==> src/rtl/moving_ave_pkg.sv <==
// +----------------------------------------------------------------------+
// | moving_ave_pkg : shared states and defaults for the MOVING_AVE slice |
// | rev 1.0                                                              |
// +----------------------------------------------------------------------+
`default_nettype none

package moving_ave_pkg;

  localparam int DEF_DATA_W    = 16;
  localparam int DEF_LEN_W     = 16;
  localparam int DEF_FLUSH_LEN = 8;

  typedef enum logic [2:0] {
    IDLE        = 3'd0,
    FLUSH       = 3'd1,
    RUN         = 3'd2,
    DRAIN       = 3'd3,
    ABORT_DRAIN = 3'd4,
    DONE_ST     = 3'd5
  } state_t;

endpackage

`default_nettype wire

==> src/rtl/moving_ave_credit.sv <==
// +----------------------------------------------------------------------+
// | moving_ave_credit : outstanding-request counter with issue gate      |
// | rev 1.0                                                              |
// +----------------------------------------------------------------------+
`default_nettype none

module moving_ave_credit #(
  parameter int MAX_OUTST = 4,
  parameter int CNT_W     = $clog2(MAX_OUTST + 1)
) (
  input  logic             clk,
  input  logic             rst_n,
  input  logic             accept,
  input  logic             result_valid,
  output logic             issue_ok,
  output logic             underflow,
  output logic [CNT_W-1:0] outstanding
);

  localparam logic [CNT_W-1:0] LIMIT = CNT_W'(MAX_OUTST);

  logic dec;

  // A result with nothing in flight is spurious: flag it and leave the count at 0.
  assign underflow = result_valid & (outstanding == '0);
  assign dec       = result_valid & ~underflow;
  assign issue_ok  = (outstanding < LIMIT) | ((outstanding == LIMIT) & result_valid);

  always_ff @(posedge clk or negedge rst_n) begin
    if (!rst_n) begin
      outstanding <= '0;
    end else if (accept && !dec) begin
      outstanding <= outstanding + 1'b1;
    end else if (!accept && dec) begin
      outstanding <= outstanding - 1'b1;
    end
  end

endmodule

`default_nettype wire

==> src/rtl/moving_ave_seq.sv <==
// +----------------------------------------------------------------------+
// | moving_ave_seq : frame sequencer (flush, stream, drain) for the core |
// | rev 1.0                                                              |
// +----------------------------------------------------------------------+
`default_nettype none

module moving_ave_seq
  import moving_ave_pkg::*;
#(
  parameter int DATA_W    = DEF_DATA_W,
  parameter int LEN_W     = DEF_LEN_W,
  parameter int FLUSH_LEN = DEF_FLUSH_LEN,
  parameter int MAX_OUTST = 4,
  parameter int ERR_CNT_W = 8
) (
  input  logic                 CLK,
  input  logic                 RESET_n,
  input  logic                 CMD_START,
  input  logic [LEN_W-1:0]     CMD_LEN,
  input  logic                 CMD_ABORT,
  output logic                 BUSY,
  output logic                 DONE,
  output logic                 ERR,
  output logic                 ABORTED,
  output logic [ERR_CNT_W-1:0] ERR_CNT,
  output logic                 ASI_READY,
  input  logic                 ASI_VALID,
  input  logic [DATA_W-1:0]    ASI_DATA,
  input  logic                 CORE_ASI_READY,
  output logic                 CORE_ASI_VALID,
  output logic [DATA_W-1:0]    CORE_ASI_DATA,
  input  logic                 CORE_ASO_VALID,
  input  logic [DATA_W-1:0]    CORE_ASO_DATA,
  input  logic                 CORE_ASO_ERROR,
  output logic                 ASO_VALID,
  output logic [DATA_W-1:0]    ASO_DATA,
  output logic                 ASO_ERROR
);

  localparam int OUT_W = $clog2(MAX_OUTST + 1);
  localparam int FL_W  = $clog2(FLUSH_LEN + 1);
  localparam logic [FL_W-1:0] FLUSH_LAST = FL_W'(FLUSH_LEN - 1);
  localparam logic [FL_W-1:0] FLUSH_ALL  = FL_W'(FLUSH_LEN);

  state_t             state, state_nxt;
  logic [LEN_W-1:0]   len_q, run_cnt;
  logic [FL_W-1:0]    flush_cnt, disc_cnt;
  logic [OUT_W-1:0]   outstanding;
  logic               aborted_q;
  logic               issue_ok, underflow;
  logic               start_ok, accept, result_ok, forward, err_event;

  moving_ave_credit #(
    .MAX_OUTST (MAX_OUTST),
    .CNT_W     (OUT_W)
  ) u_credit (
    .clk          (CLK),
    .rst_n        (RESET_n),
    .accept       (accept),
    .result_valid (CORE_ASO_VALID),
    .issue_ok     (issue_ok),
    .underflow    (underflow),
    .outstanding  (outstanding)
  );

  assign start_ok  = (state == IDLE) & CMD_START & ~CMD_ABORT;
  assign accept    = CORE_ASI_VALID & CORE_ASI_READY;
  assign result_ok = CORE_ASO_VALID & ~underflow;
  // Priming results are consumed by disc_cnt first; only later ones reach downstream.
  assign forward   = result_ok & (disc_cnt == FLUSH_ALL) & ((state == RUN) | (state == DRAIN));
  assign err_event = CORE_ASO_VALID & (CORE_ASO_ERROR | underflow);

  assign BUSY    = (state != IDLE);
  assign DONE    = (state == DONE_ST);
  assign ABORTED = (state == DONE_ST) & aborted_q;

  always_comb begin
    state_nxt      = state;
    CORE_ASI_VALID = 1'b0;
    CORE_ASI_DATA  = '0;
    ASI_READY      = 1'b0;
    case (state)
      IDLE: begin
        if (start_ok) state_nxt = (CMD_LEN == '0) ? DONE_ST : FLUSH;
      end
      FLUSH: begin
        CORE_ASI_VALID = issue_ok;
        if (CMD_ABORT)                            state_nxt = ABORT_DRAIN;
        else if (accept && flush_cnt == FLUSH_LAST) state_nxt = RUN;
      end
      RUN: begin
        CORE_ASI_VALID = ASI_VALID & issue_ok;
        CORE_ASI_DATA  = ASI_DATA;
        ASI_READY      = CORE_ASI_READY & issue_ok;
        if (CMD_ABORT)                                    state_nxt = ABORT_DRAIN;
        else if (accept && run_cnt == len_q - LEN_W'(1)) state_nxt = DRAIN;
      end
      DRAIN: begin
        if (CMD_ABORT)                state_nxt = ABORT_DRAIN;
        else if (outstanding == '0)   state_nxt = DONE_ST;
      end
      ABORT_DRAIN: begin
        if (outstanding == '0) state_nxt = DONE_ST;
      end
      DONE_ST: state_nxt = IDLE;
      default: state_nxt = IDLE;
    endcase
  end

  always_ff @(posedge CLK or negedge RESET_n) begin
    if (!RESET_n) begin
      state     <= IDLE;
      len_q     <= '0;
      run_cnt   <= '0;
      flush_cnt <= '0;
      disc_cnt  <= '0;
      aborted_q <= 1'b0;
    end else begin
      state <= state_nxt;
      if (start_ok) begin
        len_q     <= CMD_LEN;
        run_cnt   <= '0;
        flush_cnt <= '0;
        disc_cnt  <= '0;
        aborted_q <= 1'b0;
      end else begin
        if (state == FLUSH && accept)            flush_cnt <= flush_cnt + 1'b1;
        if (state == RUN && accept)              run_cnt   <= run_cnt + 1'b1;
        if (result_ok && disc_cnt != FLUSH_ALL)  disc_cnt  <= disc_cnt + 1'b1;
        if (state_nxt == ABORT_DRAIN)            aborted_q <= 1'b1;
      end
    end
  end

  always_ff @(posedge CLK or negedge RESET_n) begin
    if (!RESET_n) begin
      ERR     <= 1'b0;
      ERR_CNT <= '0;
    end else if (start_ok) begin
      ERR     <= 1'b0;
      ERR_CNT <= '0;
    end else if (err_event) begin
      ERR <= 1'b1;
      if (ERR_CNT != '1) ERR_CNT <= ERR_CNT + 1'b1;
    end
  end

  always_ff @(posedge CLK or negedge RESET_n) begin
    if (!RESET_n) begin
      ASO_VALID <= 1'b0;
      ASO_DATA  <= '0;
      ASO_ERROR <= 1'b0;
    end else begin
      ASO_VALID <= forward;
      if (forward) begin
        ASO_DATA  <= CORE_ASO_DATA;
        ASO_ERROR <= CORE_ASO_ERROR;
      end
    end
  end

endmodule

`default_nettype wire

==> config.mk <==
export PLATFORM = sky130hd
export DESIGN_NAME = moving_ave_seq
export DESIGN_NICKNAME = d
export VERILOG_FILES = /design/src/rtl/moving_ave_pkg.sv /design/src/rtl/moving_ave_credit.sv /design/src/rtl/moving_ave_seq.sv
export SDC_FILE = /design/constraint.sdc
export NUM_CORES = 1
export LEC_CHECK = 0
export ABC_AREA = 1
export CAP_MARGIN = 5
export CORE_ASPECT_RATIO = 1.25
export CORE_UTILIZATION = 50
export DETAILED_ROUTE_END_ITERATION = 7
export PLACE_DENSITY = 0.81
export SETUP_SLACK_MARGIN = 0.2
export SLEW_MARGIN = 20
export SYNTH_ARGS = -nofsm -noshare
export SYNTH_HDL_FRONTEND = slang
export SYNTH_SLANG_ARGS = --single-unit
==> constraint.sdc <==
create_clock -name CLK -period 2.46 [get_ports CLK]
set_input_delay 0.738 -clock CLK [delete_from_list [all_inputs] [get_ports CLK]]
set_output_delay 0.738 -clock CLK [all_outputs]
set_load 0.1 [all_outputs]
; ---- Word-level counts from Yosys, hierarchy flattened
; Cells that the tools add are included.
[totals]
ff_bits = 74
latchBits = 0
ram_bits = 0
romBits = 0
input_bits = 56
output_inout_bits = 48
elab_cells = 97
n_memories = 0
[op_classes]
add_sub_neg = 7
multipliers = 0
n_div = 0
n_lt_le_gt_ge = 1
n_eq_ne = 12
shift = 0
mux = 27
bitwise_logic = 17
reduce_logical = 21
[ops]
columns = op, n
row1 = $mux W16, 3
row2 = $mux W3, 10
row3 = $mux W8, 3
row4 = $add A16 B1 Y16 const B, 1
row5 = $eq A16 B16 Y1, 1
row6 = $logic_not A16 Y1, 1
row7 = $mux W4, 4
row8 = $sub A16 B1 Y16 const B, 1
row9 = $pmux W3 S5, 1
row10 = $reduce_bool A2 Y1, 7
row11 = $and A1 B1 Y1, 12
row12 = $eq A3 B3 Y1 const B, 4
row13 = $add A4 B1 Y4 const B, 2
row14 = $add A8 B1 Y8 const B, 1
row15 = $ne A8 B8 Y1 const B, 1
row16 = $logic_and A1 B1 Y1, 7
row17 = $eq A3 B2 Y1 const B, 2
row18 = $logic_not A3 Y1, 2
row19 = $mux W1, 5
row20 = $eq A4 B3 Y1 const B, 1
row21 = $eq A4 B4 Y1 const B, 1
row22 = $ne A4 B4 Y1 const B, 1
row23 = $add A3 B1 Y3 const B, 1
row24 = $eq A3 B1 Y1 const B, 1
row25 = 8 further kinds, 12

; ---- Logic depth before layout (Yosys ltp)
; Gate-level depths: netlist of run 1.
[logic_depth]
ltp_word = 13
mapped_depth = 16
ltp_nobuf = 16

; ---- Modules after synthesis
; From an unflattened synthesis of run 1, not the netlist that was laid out.
[unflattened]
cells_unflattened = 566
area_unflattened_um2 = 4205.3
[modules_own_cells]
columns = mod, n_inst, cells_per_inst, area_per_inst_um2, seq_area_each_um2
row1 = moving_ave_seq, 1, 541, 4008.8, 1776.7
row2 = moving_ave_credit, 1, 25, 196.4, 75.1

; ---- Worst setup path after synthesis of run 1
; Ideal clock, no wire load.
[synth_path]
kind = register to output
start = register state[1]
end = output ABORTED
arrival_time_ns = 3.352
t_required_ns = 1.722
setup_slack_ns = -1.630
path_stages_with_launch = 2
n_path_buf = 0
cell_sequence = dfrtp_1 -> nor4_1
[synth_between]
elab_chain_cells = 2
[synth_rtl]
columns = element, line
row1 = from (decl), moving_ave_seq.sv:45  ; state_t state, state_nxt;
row2 = from (signal assigned), moving_ave_seq.sv:119  ; state <= state_nxt;
row3 = $eq A3 B3 Y1, moving_ave_seq.sv:75  ; assign ABORTED = (state == DONE_ST) & aborted_q;
row4 = $and A1 B1 Y1, moving_ave_seq.sv:75
row5 = to (decl), moving_ave_seq.sv:24  ; output logic ABORTED,
; No other way between the ends.

; ---- Worst setup path after layout of run 1
[layout_path]
start = register state[0]
end = output CORE_ASI_DATA[1]
[layout_between]
elab_chain_cells = 2
[layout_rtl]
columns = element, line
row1 = $eq A3 B2 Y1, moving_ave_seq.sv:82  ; case (state)
row2 = $mux W16, moving_ave_seq.sv:82
row3 = to (decl), moving_ave_seq.sv:31  ; output logic [DATA_W-1:0] CORE_ASI_DATA,
; No other way between the ends.

==> results of run 1 <==
-- synth_stat cells (all sizes together), types with 4 or more instances --
cell	n	area [sq um]
dfrtp	74	1850
xnor2	4	35.0
o21ai	30	150
nor2	81	329
nand3	27	150
a211oi	5	37.5
ha	7	87.6
clkbuf	8	30.0
inv	87	327
nand2	174	681
nor3	14	75.1
a21oi	25	125
xor2	8	70.1
nand4	9	56.3
-- path summary, 6_finish.rpt --
kind / startpoint / to / slack (ns) / cells past startpoint
max: state[0]$_DFF_PN0_ / CORE_ASI_DATA[1] / 0.15 / 5
min: RESET_n / ERR_CNT[0]$_DFFE_PN0P_ / 0.39 / 2
max reg2reg: state[0]$_DFF_PN0_ / u_credit.outstanding[2]$_DFFE_PN0P_ / 0.29 / 12
min reg2reg: ASO_DATA[14]$_DFFE_PN0P_ / ASO_DATA[14]$_DFFE_PN0P_ / 0.48 / 2
max in group asynchronous: RESET_n / state[1]$_DFF_PN0_ / 1.62 / 2
min in group CLK: ASO_DATA[14]$_DFFE_PN0P_ / ASO_DATA[14]$_DFFE_PN0P_ / 0.48 / 2
-- final cells by class --
type	count	share of cell area, %
clock buffers	10	2.20
clock inverters	6	2.18
repair buffers	144	24.0
well taps	95	1.90
multi-input cells	400	34.5
flip-flops and latches	74	29.8
inverters	90	5.47
-- kinds of logic (layout without fill, tap and decap cells) --
family	Yosys count	count (layout)	synth area share [%]
AO/OA/AOI/OAI	68	68	9.18
XOR/XNOR	12	12	2.52
adder cells (fa/ha/maj)	8	8	2.58
buffers and inverters	100	250	9.06
flip-flops	74	74	44.4
multiplexers	1	1	0.270
AND/OR/NAND/NOR	311	311	32.0
-- metal layers --
| metal | GRT usage, % | up-vias |
|---|---|---|
| met3 | 5.32 | 27 |
| li1 | - | 2091 |
| met4 | 11.0 | 0 |
| met5 | 0 | - |
| met1 | 31.7 | 1989 |
| met2 | 50.8 | 123 |
-- flip-flops by register name, summed over array words and instances (netlist names) --
register,count
ERR,1
len_q,16
state,3
u_credit.outstanding,3
disc_cnt,4
ERR_CNT,8
ASO_VALID,1
ASO_ERROR,1
ASO_DATA,16
flush_cnt,4
run_cnt,16
aborted_q,1
-- metrics by stage --
step / util (%) / std cells / hold WS [ns] / total power [mW] / setup WS [ns]
detailed placement: 73.2 / 791 / 0.464 / 4.09 / -0.297
finish: 78.8 / 819 / 0.394 / 5.63 / 0.153
global route: 78.8 / 819 / 0.427 / 5.98 / 0.102
global placement: 73.2 / 791 / 0.458 / 4.01 / -0.182
CTS: 77.8 / 816 / 0.409 / 5.54 / 0.171
floorplan: - / 574 / 0.442 / 3.37 / 0.0424
-- timing repair --
action                                  CTS  global route
pin swaps                                17             4
endpoints found under the setup margin   25            25
gates resized for setup                  41            12
buffers inserted                          9             2
gates cloned                              0             1
-- power breakdown --
group          switching, mW  leakage (nW)  internal, mW  total, mW
Combinational           1.65          2.03         0.902       2.55
Clock                  0.485         0.133         0.808       1.29
Sequential             0.298         0.956          1.49       1.79
==> metrics.yaml, run 1 <==
status: "finished, final reports clean"
fill_cells: 557
mostFrequentLayoutCell: "nand2_1"
cts_buffers: 9
worst_pin_slew_ns: 0.534
setup_viol: 0
min_period_ns: 2.31
critPathBufInv: 3
cp_top_family: "buffers and inverters"
yosysWarnings: 0
synth-main-ff-cell: "dfrtp_1"
arrival_ns: 1.57
cpPeakStageDelay_ns: 0.45
syn_area_sq_um: 4170
grt_pass1_wl_mm: 19.6
synthArstFlopShare_pct: 100
p_per_area_nw_per_um2: 901
netlist_instances: 574
drc_errors: 0
dp_hpwl_mm: 8.24
clock-root-buffer: "clkbuf_8"
multi_input_area_sq_um: 2150
die_area_sq_um: 8710
rsz0062_at_grt: "true"
syn_area_per_cell_sq_um: 7.26
met1_length_mm: 4.47
drive_above_1_share_pct: 23.8
slew-limit-headroom_pct: 64.4
synth-edff-count: 0
cp_max_fo: 10
peakVddDrop_uv: 850
synthToLayoutAreaGrowth_pct: 49.8
fin_crit_sh_pct: 93.8
wl_met3_microns: 500
first_global_vias: 4342
drt_iter0_drc: 308
layout_common_cells: "nand2_1, inv_1, dfrtp_1"
cts_tree: "yes"
grt_use_total_pct: 27.9
overflow: 0
cp-end-kind: "primary output"
synth-seq-cells: 74
fin_area_sq_um: 6240
finClkSkew_ns: 0.0109
ys_seq_area_share_pct: 44.4
hold_viol_final: 0
clk_latency_ns: 0.36
vias_per_cell: 5.16
portBuffers: 103
vias: 4230
met2_length_mm: 6.27
setup_tns_ns: 0
cts.htree.levels: 3
clock-sinks: 74
synth.net_count: 638
place_area_sq_um: 5800
grt_start_max_net_pins: 44
p_leak_nw: 3.12
diodes: 0
start_kind: "flip-flop"
path_cells: "inv_2 > nand3_4 > clkbuf_16 > nor2_4 > buf_12"
gp_congestion: 0.882
die_w_microns: 83.7
register_area_sq_um: 1860
routed.top_layer: "met4"
rows: 36
core_sq_um: 7930
min_path_type: "in -> async"
antenna_found_initial: 0
wl_per_cell_microns: 14.0
fmax_mhz: 433
clk_pin_slew_ns: 0.09
die_h_microns: 104
criticalPathCategory: "reg -> out"
drt_first_pass_iters: 5
cp_slowest_cell: "dfrtp_2"
synth_cell_types: 35
drv_cap: 0
worstPathRequired_ns: 1.72
slew_viol_final: 0
cts_buffer_depth: 2
ant_nets: 0
ioPinCount: 104
fin_nets: 783
routed_wl_mm: 11.5
start_util_pct: 52.6
ctsHoldBuffers: 0
No activity file was read; power rests on OpenSTA's default activity.
==> inputs of run 2 (changes only) <==
--- a/config.mk
+++ b/config.mk
@@ -10,6 +10,7 @@
 export CORE_ASPECT_RATIO = 1.25
 export CORE_UTILIZATION = 50
 export DETAILED_ROUTE_END_ITERATION = 7
+export GPL_ROUTABILITY_DRIVEN = 0
 export PLACE_DENSITY = 0.81
 export SETUP_SLACK_MARGIN = 0.2
 export SLEW_MARGIN = 20
==> run 2 against run 1 <==
Compared with the run above: clock skew is 0.0032 ns lower; core utilization is 1.6 points lower; highest routed layer unchanged; non-clock buffer count is 1 lower; register-to-register slack worse by 0.02 ns; total power is 8.8% lower; clock-buffer cell count is 2 higher; critical path depth is 2 higher; via count is 0.43% higher.
==> metrics.yaml, run 2 (same netlist as run 1, synthesis figures left out) <==
vias_per_cell: 5.20
place_area_sq_um: 5810
die_h_microns: 104
overflow: 0
grt_start_max_net_pins: 75
cts.htree.levels: 3
grt_pass1_wl_mm: 18.3
die_w_microns: 83.7
setup_viol: 0
final_cell_count_no_fill: 817
die_area_sq_um: 8710
status: "finished, final reports clean"
dp_hpwl_mm: 8.22
rsz0062_at_grt: "true"
rows: 36
drt_first_pass_iters: 5
synthToLayoutAreaGrowth_pct: 46.7
cts_tree: "yes"
mostFrequentLayoutCell: "nand2_1"
register_area_sq_um: 1860
ant_nets: 0
clock-root-buffer: "clkbuf_8"
cts_buffers: 9
min_period_ns: 2.28
fin_nets: 782
ctsHoldBuffers: 0
fill_cells: 567
p_leak_nw: 3.07
drive_above_1_share_pct: 23.8
fmax_mhz: 439
portBuffers: 103
ioPinCount: 104
fin_util_pct: 77.2
worstPathRequired_ns: 1.72
dp.cells: 791
cts_buffer_depth: 2
clock-sinks: 74
slew_viol_final: 0
clk_latency_ns: 0.35
wl_per_cell_microns: 13.6
ff2ff_path_depth: 12
drv_cap: 0
p_per_area_nw_per_um2: 839
cp-end-kind: "primary output"
drt_iter0_drc: 198
largestRegisters: "ASO_DATA x16, len_q x16, run_cnt x16"
finClkSkew_ns: 0.00771
layout_common_cells: "nand2_1, dfrtp_1, inv_1"
hold_viol_final: 0
drc_errors: 0
start_util_pct: 52.6
criticalPathCategory: "in -> out"
first_global_vias: 4147
fin_crit_sh_pct: 92.7
vias: 4248
peakVddDrop_uv: 681
min_path_type: "in -> async"
slew-limit-headroom_pct: 65.8
fin_area_sq_um: 6120
arrival_ns: 1.54
clk_pin_slew_ns: 0.08
cp_max_fo: 2
worst_pin_slew_ns: 0.509
antenna_found_initial: 0
multi_input_area_sq_um: 2150
routed_wl_mm: 11.1
core_sq_um: 7930
start_kind: "primary input"
diodes: 0
grt_use_total_pct: 25.9
==> run 2: cell count changes in the layout (fill, tap and decap cells not counted), sizes merged, moves of 2 or more <==
cell	delta
bufinv	-4
clkdlybuf4s50	-4
clkinv	+2
dlymetal6s2s	+2
==> run 2: metal layers <==
metal,GRT usage (%),routed length (microns),up-vias
met5,0,0,-
met4,11.7,280,0
met3,4.60,543,28
met2,46.2,5940,142
met1,30.2,4340,1993
li1,-,-,2085
==> run 2: power breakdown <==
group	internal (mW)	switching, mW	leakage (nW)
combinational	0.900	1.63	2.03
clock	0.386	0.442	0.0822
sequential	1.49	0.286	0.958
total	2.77	2.36	3.07
==> run 2: worst paths after layout <==
kind	startpoint	endpoint	slack (ns)
setup / recovery	CORE_ASO_VALID	CORE_ASI_VALID	0.18
hold / removal	RESET_n	ERR_CNT[1]$_DFFE_PN0P_	0.40
setup reg to reg	state[0]$_DFF_PN0_	u_credit.outstanding[2]$_DFFE_PN0P_	0.27
hold reg to reg	ASO_DATA[7]$_DFFE_PN0P_	ASO_DATA[7]$_DFFE_PN0P_	0.48
max in group asynchronous	RESET_n	state[1]$_DFF_PN0_	1.73
min in group CLK	ASO_DATA[7]$_DFFE_PN0P_	ASO_DATA[7]$_DFFE_PN0P_	0.48
==> run 2: repair_timing <==
item                                    in CTS  in global routing
endpoints found under the setup margin      25                 25
buffers inserted                             7                  4
pin swaps                                   22                 10
hold endpoints to repair                     0                  0
gates resized for setup                     40                 21
==> run 2: area by class of cell <==
type / count / area share, %
clock buffers: 12 / 2.37
clock inverters: 3 / 0.286
well taps: 95 / 1.94
inverters: 90 / 5.58
flip-flops and latches: 74 / 30.3
repair buffers: 143 / 24.4
multi-input cells: 400 / 35.1
==> run 2: critical path, cell delays in order <==
cell and delay (ns):
clkdlybuf4s15_2 0.20, nand2_2 0.06, nand2_2 0.08, nand3_2 0.10
buf_6 0.13, clkinvlp_4 0.07, buf_12 0.17
==> run 2: metrics by stage <==
stage | power, mW | TNS [ns] | hold slack, ns | worst slack (ns)
6_report | 5.14 | 0 | 0.399 | 0.180
5_1_grt | 5.48 | 0 | 0.418 | 0.117
4_1_cts | 5.01 | 0 | 0.414 | 0.162
3_5_place_dp | 4.10 | -2.77 | 0.466 | -0.333
3_3_place_gp | 4.00 | -0.841 | 0.458 | -0.186
2_1_floorplan | 3.37 | 0 | 0.442 | 0.0424
